==> src/rtl/risc8_uart_rx.sv <==
// risc8_uart_rx
//   IO-bus UART receiver for risc8. Deserialises 8N1 frames arriving on rx_in
//   and queues the received bytes in a small FIFO. The CPU reads them over the
//   registered IO-bus protocol shared with the other risc8 peripherals.
//
//   Register map (relative to BASE):
//     +0 baud_div  R/W  bit period = baud_div+1 clk
//     +1 status    R    {4'b0, frame_err, overrun, full, avail}
//                  W    bit2=1 clears overrun, bit3=1 clears frame_err
//     +2 data      R    pops FIFO head (8'h00 when empty, no state change)
//
// Ports
//   clk, reset   clock; synchronous active-high reset
//   ren, wen     IO read / write strobes
//   addr, wdata  IO address and write data
//   rdata, valid registered read data and one-cycle read acknowledge
//   rx_in        asynchronous serial line, idle high
//   rx_avail     high while the FIFO holds at least one byte
module risc8_uart_rx #(
  parameter logic [6:0] BASE        = 7'h30,
  parameter logic [7:0] DEFAULT_DIV = 8'd11,
  parameter int         FIFO_LOG2   = 2
) (
  input  logic       clk,
  input  logic       reset,
  input  logic       ren,
  input  logic       wen,
  input  logic [6:0] addr,
  input  logic [7:0] wdata,
  output logic [7:0] rdata,
  output logic       valid,
  input  logic       rx_in,
  output logic       rx_avail
);

  localparam int DEPTH = 1 << FIFO_LOG2;
  localparam int PW    = FIFO_LOG2 + 1;

  typedef enum logic [2:0] {
    S_IDLE,
    S_START,
    S_DATA,
    S_STOP,
    S_BREAK
  } state_t;

  state_t          state_q, state_d;
  logic            rx_s1_q, rx_s1_d;
  logic            rx_s2_q, rx_s2_d;
  logic [7:0]      cnt_q, cnt_d;
  logic [2:0]      bitcnt_q, bitcnt_d;
  logic [7:0]      sr_q, sr_d;
  logic            push_q, push_d;
  logic [7:0]      baud_div_q, baud_div_d;
  logic            overrun_q, overrun_d;
  logic            frame_err_q, frame_err_d;
  logic [PW-1:0]   wr_ptr_q, wr_ptr_d;
  logic [PW-1:0]   rd_ptr_q, rd_ptr_d;
  logic [7:0]      mem_q [DEPTH];
  logic [7:0]      mem_d [DEPTH];
  logic [7:0]      rdata_q, rdata_d;
  logic            valid_q, valid_d;

  logic rxs, tick, frame_set;
  logic sel_div, sel_stat, sel_data;
  logic empty, full, pop, push_acc, overrun_set, clr_ovr, clr_fe;
  logic [7:0] status;

  assign sel_div  = (addr == BASE);
  assign sel_stat = (addr == BASE + 7'd1);
  assign sel_data = (addr == BASE + 7'd2);

  // Full when the pointers address the same slot but differ in wrap bit.
  assign empty = (wr_ptr_q == rd_ptr_q);
  assign full  = (wr_ptr_q[PW-1] != rd_ptr_q[PW-1]) &&
                 (wr_ptr_q[FIFO_LOG2-1:0] == rd_ptr_q[FIFO_LOG2-1:0]);

  assign status   = {4'b0, frame_err_q, overrun_q, full, !empty};
  assign rx_avail = !empty;
  assign rdata    = rdata_q;
  assign valid    = valid_q;

  // A pop frees a slot in the same cycle, so a push into a full FIFO
  // coinciding with a pop is accepted rather than counted as an overrun.
  assign pop         = ren && sel_data && !empty;
  assign push_acc    = push_q && (!full || pop);
  assign overrun_set = push_q && full && !pop;
  assign clr_ovr     = wen && sel_stat && wdata[2];
  assign clr_fe      = wen && sel_stat && wdata[3];

  // Receive FSM and bit timer
  always_comb begin
    state_d   = state_q;
    bitcnt_d  = bitcnt_q;
    sr_d      = sr_q;
    push_d    = 1'b0;
    frame_set = 1'b0;
    rx_s1_d   = rx_in;
    rx_s2_d   = rx_s1_q;
    rxs       = rx_s2_q;
    tick      = (cnt_q == 8'd0);
    cnt_d     = tick ? baud_div_q : cnt_q - 8'd1;

    case (state_q)
      S_IDLE: begin
        if (!rxs) begin
          // Half-period load lands subsequent ticks mid-bit.
          cnt_d   = baud_div_q >> 1;
          state_d = S_START;
        end
      end
      S_START: begin
        if (tick) begin
          if (!rxs) begin
            bitcnt_d = 3'd0;
            state_d  = S_DATA;
          end else begin
            state_d = S_IDLE;
          end
        end
      end
      S_DATA: begin
        if (tick) begin
          sr_d     = {rxs, sr_q[7:1]};
          bitcnt_d = bitcnt_q + 3'd1;
          if (bitcnt_q == 3'd7) state_d = S_STOP;
        end
      end
      S_STOP: begin
        if (tick) begin
          if (rxs) begin
            push_d  = 1'b1;
            state_d = S_IDLE;
          end else begin
            frame_set = 1'b1;
            state_d   = S_BREAK;
          end
        end
      end
      S_BREAK: begin
        if (rxs) state_d = S_IDLE;
      end
      default: state_d = S_IDLE;
    endcase
  end

  // FIFO, registers and bus interface
  always_comb begin
    mem_d = mem_q;
    if (push_acc) mem_d[wr_ptr_q[FIFO_LOG2-1:0]] = sr_q;
    wr_ptr_d = wr_ptr_q + PW'(push_acc);
    rd_ptr_d = rd_ptr_q + PW'(pop);

    baud_div_d = baud_div_q;
    if (wen && sel_div) baud_div_d = wdata;

    // Hardware set wins over a simultaneous software clear.
    overrun_d   = (overrun_q && !clr_ovr) || overrun_set;
    frame_err_d = (frame_err_q && !clr_fe) || frame_set;

    valid_d = ren && (sel_div || sel_stat || sel_data);
    rdata_d = rdata_q;
    if (ren) begin
      if (sel_div)       rdata_d = baud_div_q;
      else if (sel_stat) rdata_d = status;
      else if (sel_data) rdata_d = empty ? 8'h00 : mem_q[rd_ptr_q[FIFO_LOG2-1:0]];
    end
  end

  always_ff @(posedge clk) begin
    if (reset) begin
      state_q     <= S_IDLE;
      rx_s1_q     <= 1'b1;
      rx_s2_q     <= 1'b1;
      cnt_q       <= 8'd0;
      bitcnt_q    <= 3'd0;
      sr_q        <= 8'd0;
      push_q      <= 1'b0;
      baud_div_q  <= DEFAULT_DIV;
      overrun_q   <= 1'b0;
      frame_err_q <= 1'b0;
      wr_ptr_q    <= '0;
      rd_ptr_q    <= '0;
      rdata_q     <= 8'd0;
      valid_q     <= 1'b0;
    end else begin
      state_q     <= state_d;
      rx_s1_q     <= rx_s1_d;
      rx_s2_q     <= rx_s2_d;
      cnt_q       <= cnt_d;
      bitcnt_q    <= bitcnt_d;
      sr_q        <= sr_d;
      push_q      <= push_d;
      baud_div_q  <= baud_div_d;
      overrun_q   <= overrun_d;
      frame_err_q <= frame_err_d;
      wr_ptr_q    <= wr_ptr_d;
      rd_ptr_q    <= rd_ptr_d;
      rdata_q     <= rdata_d;
      valid_q     <= valid_d;
    end
  end

  // Storage needs no reset; the pointers define which entries are live.
  always_ff @(posedge clk) begin
    mem_q <= mem_d;
  end

endmodule

==> config.mk <==
export PLATFORM = sky130hd
export DESIGN_NAME = risc8_uart_rx
export DESIGN_NICKNAME = d
export VERILOG_FILES = /design/src/rtl/risc8_uart_rx.sv
export SDC_FILE = /design/constraint.sdc
export NUM_CORES = 1
export LEC_CHECK = 0
export ABC_AREA = 1
export BUFFER_PORTS_ARGS = -buffer_cell sky130_fd_sc_hd__buf_2
export CORE_UTILIZATION = 45
export CTS_CLUSTER_SIZE = 14
export DETAILED_ROUTE_END_ITERATION = 6
export GPL_TIMING_DRIVEN = 1
export MAX_ROUTING_LAYER = met4
export REMOVE_ABC_BUFFERS = 1
export SLEW_MARGIN = 20
export SYNTH_ARGS = -nofsm -noshare
export SYNTH_HDL_FRONTEND = slang
export SYNTH_SLANG_ARGS = --single-unit
export TNS_END_PERCENT = 1
==> constraint.sdc <==
create_clock -name clk -period 2.7 [get_ports clk]
set_clock_uncertainty 0.15 [all_clocks]
set_input_delay 0.27 -clock clk [delete_from_list [all_inputs] [get_ports clk]]
set_output_delay 0.27 -clock clk [all_outputs]
set_load 0.02 [all_outputs]
Word-level counts from Yosys, hierarchy flattened
Index checks and enable logic that the tools add are counted.

cells by class
  add/sub/neg operators = 4
  $lt $le $gt $ge = 3
  equal/unequal tests = 18
  multiplexer cells = 30
  bitwise logic cells = 4
  reduce and logical (&&, ||, !) cells = 33

operator list
  operator                                             count
  2-to-1 mux 8 bit                                     10
  bitwise mux 32 bit                                   1
  2-to-1 mux 3 bit                                     10
  equality test 7 x 6 -> 1 bit, second input constant  3
  binary-select mux 8 bit (select 2 bit)               1
  demux 8 bit (select 2 bit)                           1
  case mux 3 bit (5 select lines)                      1
  logical AND 1 bit                                    14
  != test 2 bit, second input constant                 7
  zero test 8 bit                                      1
  subtractor 8 x 1 -> 8 bit, second input constant     1
  adder 3 x 1 -> 3 bit                                 2
  equality test 3 x 2 -> 1 bit, second input constant  2
  equality test 3 bit, second input constant           2
  >= comparator 3 bit, second input constant           2
  inverter 2 -> 3 bit                                  2
  case mux 3 bit (2 select lines)                      1
  AND reduction 6 bit                                  1
  zero test 1 bit                                      5
  logical OR 1 bit                                     5
  2-to-1 mux 1 bit                                     4
  AND reduction 2 bit                                  2
  AND reduction 4 bit                                  1
  adder 3 x 1 -> 3 bit, second input constant          1
  other kinds (11)                                     12

word-level totals
  flip-flop bits (word level) = 82
  input bits = 20
  output and inout port bits = 10
  logic and storage cells = 110

Logic depth before layout (Yosys ltp)
  depth after elaboration = 8
  gate-level depth with buffers = 12
  gate-level depth less buffers = 11

Worst setup path after synthesis
OpenSTA, ideal clock, no wires.

  path kind = register to register
  start = register rd_ptr_q[0]
  end = register mem_q[16] in the netlist's numbering, enable pin
  setup time = 0.383 ns
  arrival = 1.462 ns
  data required time = 2.167 ns
  setup slack = 0.704 ns
  cell stages (with the launch flop) = 9
  path buffers = 1
  clock period less this slack = 1.996 ns
  path through = dfxtp_1 -> buf_4 -> inv_2 -> nand2_1 -> nand2_1 -> nor2_1 -> nand2_1 -> o21ai_2 -> nor3_1

between the ends
  word-level cells in the longest chain between the ends = 5

ends and longest elaborated chain
  what                                                               line    text
  start, declared                                                    58      logic [PW-1:0] rd_ptr_q, rd_ptr_d;
  start signal, assigned                                             198     rd_ptr_q <= rd_ptr_d;
  equality test 3 bit / equality test 2 bit (equally long branches)  74, 76
  zero test 1 bit / logical AND 1 bit (equally long branches)        85, 75
  logical AND 1 bit / zero test 1 bit (equally long branches)        85, 86
  logical OR 1 bit (*)                                               86      assign push_acc = push_q && (!full || pop);
  logical AND 1 bit (*)                                              86
  end signal, assigned                                               206     mem_q <= mem_d;
  end, declared                                                      59      logic [7:0] mem_q [DEPTH];

Mark *: on every way between the ends. The rest lies on a longest branch, timed or not.
A chain may end at the register's enable or synchronous reset.

Worst setup path in the final report
  start = register rd_ptr_q[0]
  end = register wr_ptr_q[2]

between the ends
  word-level cells in the longest chain between the ends = 6

ends and longest elaborated chain
  what                                                               line    text
  equality test 3 bit / equality test 2 bit (equally long branches)  74, 76
  zero test 1 bit / logical AND 1 bit (equally long branches)        85, 75
  logical AND 1 bit / zero test 1 bit (equally long branches)        85, 86
  logical OR 1 bit (*)                                               86
  logical AND 1 bit (*)                                              86
  adder 3 x 1 -> 3 bit (*)                                           151     wr_ptr_d = wr_ptr_q + PW'(push_acc);
  end signal, assigned                                               197     wr_ptr_q <= wr_ptr_d;
  end, declared                                                      57      logic [PW-1:0] wr_ptr_q, wr_ptr_d;

Marked as above.

==> run summary <==
status - finished, final reports clean
DIE WIDTH - 92.60 um
Num CTS Buffers - 9
port bufs - 29
post-DR vias/cell - 4.902
clock sink total - 82
Leakage - 0.001765 uW
FP Rows - 32
number of inserted diodes - 0
R2R Path Start - rd_ptr_q[0]$_SDFF_PP0_
Hold Crit Class - primary input to flop
post-synthesis cell count - 438
First DRT Iteration DRCs - 183
post-synth cell types - 37
Cell Area, Placed - 0.003955 sq mm
vias in the first global route - 2849
top cell types by occurrence after synthesis - 79 x nor2_1, 70 x nand2_1, 50 x dfxtp_1, 48 x o21ai_0, 43 x inv_1
GRT overflow - 0
Reg area - 0.001962 sq mm
die height - 92.60 um
crit path launch type - flop
Critical Path End Type - flop
Total Power - 2667 uW
relative slew slack - 59.42%
layout cell share with drive strength beyond 1 - 16.18%
CP Max Fanout - 17
synth top area cells - dfxtp_1 27%, edfxtp_1 26%, nor2_1 8.0%, nand2_1 7.1%, o21ai_0 6.5%
Total GRT Usage - 20.76%
# H-tree levels - 3
worst setup margin - 0.4108 ns
Post-CTS Resized - 0
Area Growth Syn to Fin - 12.77%
deepest clock path buffer count - 2
die area - 0.008574 sq mm
Routed WL - 7.788 mm
# hold bufs at CTS - 4
Post-Syn Area - 0.003694 sq mm
Final nets - 506
unrepaired setup endpoints after global routing - false
WL per Instance - 13.34 um
CP Class - flop to flop
setup TNS - 0 ns
Final Max Slew Viols - 0
Antenna Violating Nets Remaining - 0
Max Cap Viol - 0
maximum VDD drop - 258.8 uV
CP Buf/Inv Count - 2
Hold Violations, Final - 0
most numerous cell in the Yosys netlist - nor2_1
hpwl dp - 5.818 mm
drc violations - 0
hold path start - wdata[2]
top_reg_cell synth - dfxtp_1
antenna violations before repair - 0
Slew @ Worst Pin - 0.6080 ns
CTS tree - built
fillers - 780
pre-CTS WS - 0.4227 ns
postcts setup bufs - 0
crit path cell chain - inv_2, nand2_1, nand2_1, nor2_1, nand2_1, o21ai_2, inv_1, ha_1, ha_1, xnor2_1, nor2_1
P per Cell Area - 640.3 mW/mm^2
first-pass GRT wire length - 13.21 mm
vias - 2863
Syn. warnings - 0
placer congestion estimate - 0.7976
sequential element share of the synthesized area - 53.12%
post-synthesis register bit count - 82
Top cell by count, worst path - nand2_1
number of flops mapped to enable cells by yosys - 32
Clock Latency Late Sink - 0.35 ns
Slowest-stage cell, CP - dfxtp_1
Placed Cells - 565
worst setup path start - rd_ptr_q[0]$_SDFF_PP0_
Max Freq - 436.8 MHz
starting density of the core - 47.07%
Worst EP required - 2.77 ns
Max stage delay on crit path - 0.55 ns
largest net degree at the start of global routing - 24
crit path DAT - 2.36 ns
largest area contributor in the netlist - dfxtp_1
Design Area, Final - 0.004165 sq mm
DRT Pass-1 Iters - 4
area occupied by multi-input gates - 0.001465 sq mm
Ports - 30
Worst-path clk slew - 0.09 ns
Final Non-Filler Cells - 584
area share of the largest cell type after synthesis - 27.10%
core area - 0.007848 sq mm
Mapped Avg Cell Area - 8.433 sq um
ys async rst share - 0%
Worst path top cell family by delay - flip-flops
Final Cycle Share - 84.78%
root buffer selected by CTS - clkbuf_8
crit path time final - 2.289 ns
# setup viols final - 0
-- worst min-delay path, stage by stage --
cell	delay [ns]
buf_2	0.09
o21ai_0	0.08
nor2_1	0.08
-- per-layer routing --
metal	global-route usage, %	up-vias	wire length, um
li1	-	1514	-
met1	27.49	1304	3928
met2	31.79	38	3499
met3	4.351	7	270
met4	6.901	0	90
met5	-	-	0
-- where the power goes --
group	total, uW	switching [uW]	internal, uW
Combinational	501	320	181
Sequential	1380	46.9	1330
Clock	785	431	354
Total	2670	798	1870
-- cells by family (layout without fill, tap and decap cells) --
family                   count (synthesis)  in the layout  synth area share (%)
AND/OR/NAND/NOR                        198            198                 23.78
AO/OA/AOI/OAI                           83             83                 11.99
flip-flops                              82             82                 53.12
buffers and inverters                   62            106                 7.215
adder cells (fa/ha/maj)                  8              8                 2.710
XOR/XNOR                                 5              5                 1.186
-- cell type report --
| type | instances | share of cell area (%) |
|---|---|---|
| multi-input cells | 294 | 35.18 |
| well taps | 102 | 3.064 |
| clock inverters | 4 | 0.6909 |
| flip-flops and latches | 82 | 47.10 |
| inverters | 48 | 4.326 |
| clock buffers | 11 | 3.394 |
| repair buffers | 43 | 6.248 |
-- per-stage QoR --
| step | hold slack [ns] | utilization, % |
|---|---|---|
| after floorplan | 0.1824 | - |
| after global placement | 0.2424 | 50.40 |
| after detailed placement | 0.2441 | 50.40 |
| after CTS | 0.02987 | 53.08 |
| after global routing | 0.06197 | 53.08 |
| final | 0.04224 | 53.08 |
-- flip-flops by register name, summed over array words and instances (netlist names) --
signal	cells
rx_s2_q	1
overrun_q	1
state_q	3
rx_s1_q	1
rd_ptr_q	3
valid	1
push_q	1
frame_err_q	1
wr_ptr_q	3
bitcnt_q	3
rdata	8
baud_div_q	8
mem_q	32
sr_q	8
cnt_q	8
-- final timing paths --
path,endpoint,cells past startpoint,slack (ns)
worst min-delay path,baud_div_q[2]$_SDFFE_PP0P_,3,0.04
worst max register to register,wr_ptr_q[2]$_SDFF_PP0_,11,0.41
worst min register to register,rx_s2_q$_SDFF_PP1_,1,0.26
worst max-delay path,wr_ptr_q[2]$_SDFF_PP0_,11,0.41
-- placed cells by master (no fill, tap or decap), drive strengths merged, types with 3 or more instances in the layout --
master       instances
nand2               74
o21ai               50
nor3                 6
xnor2                3
a21oi               27
nand3               25
ha                   8
dfxtp               50
o211ai               3
buf                 39
nor2                85
dlygate4sd3          4
clkbuf              11
inv                 48
edfxtp              32
No activity file was read; power rests on OpenSTA's default activity.
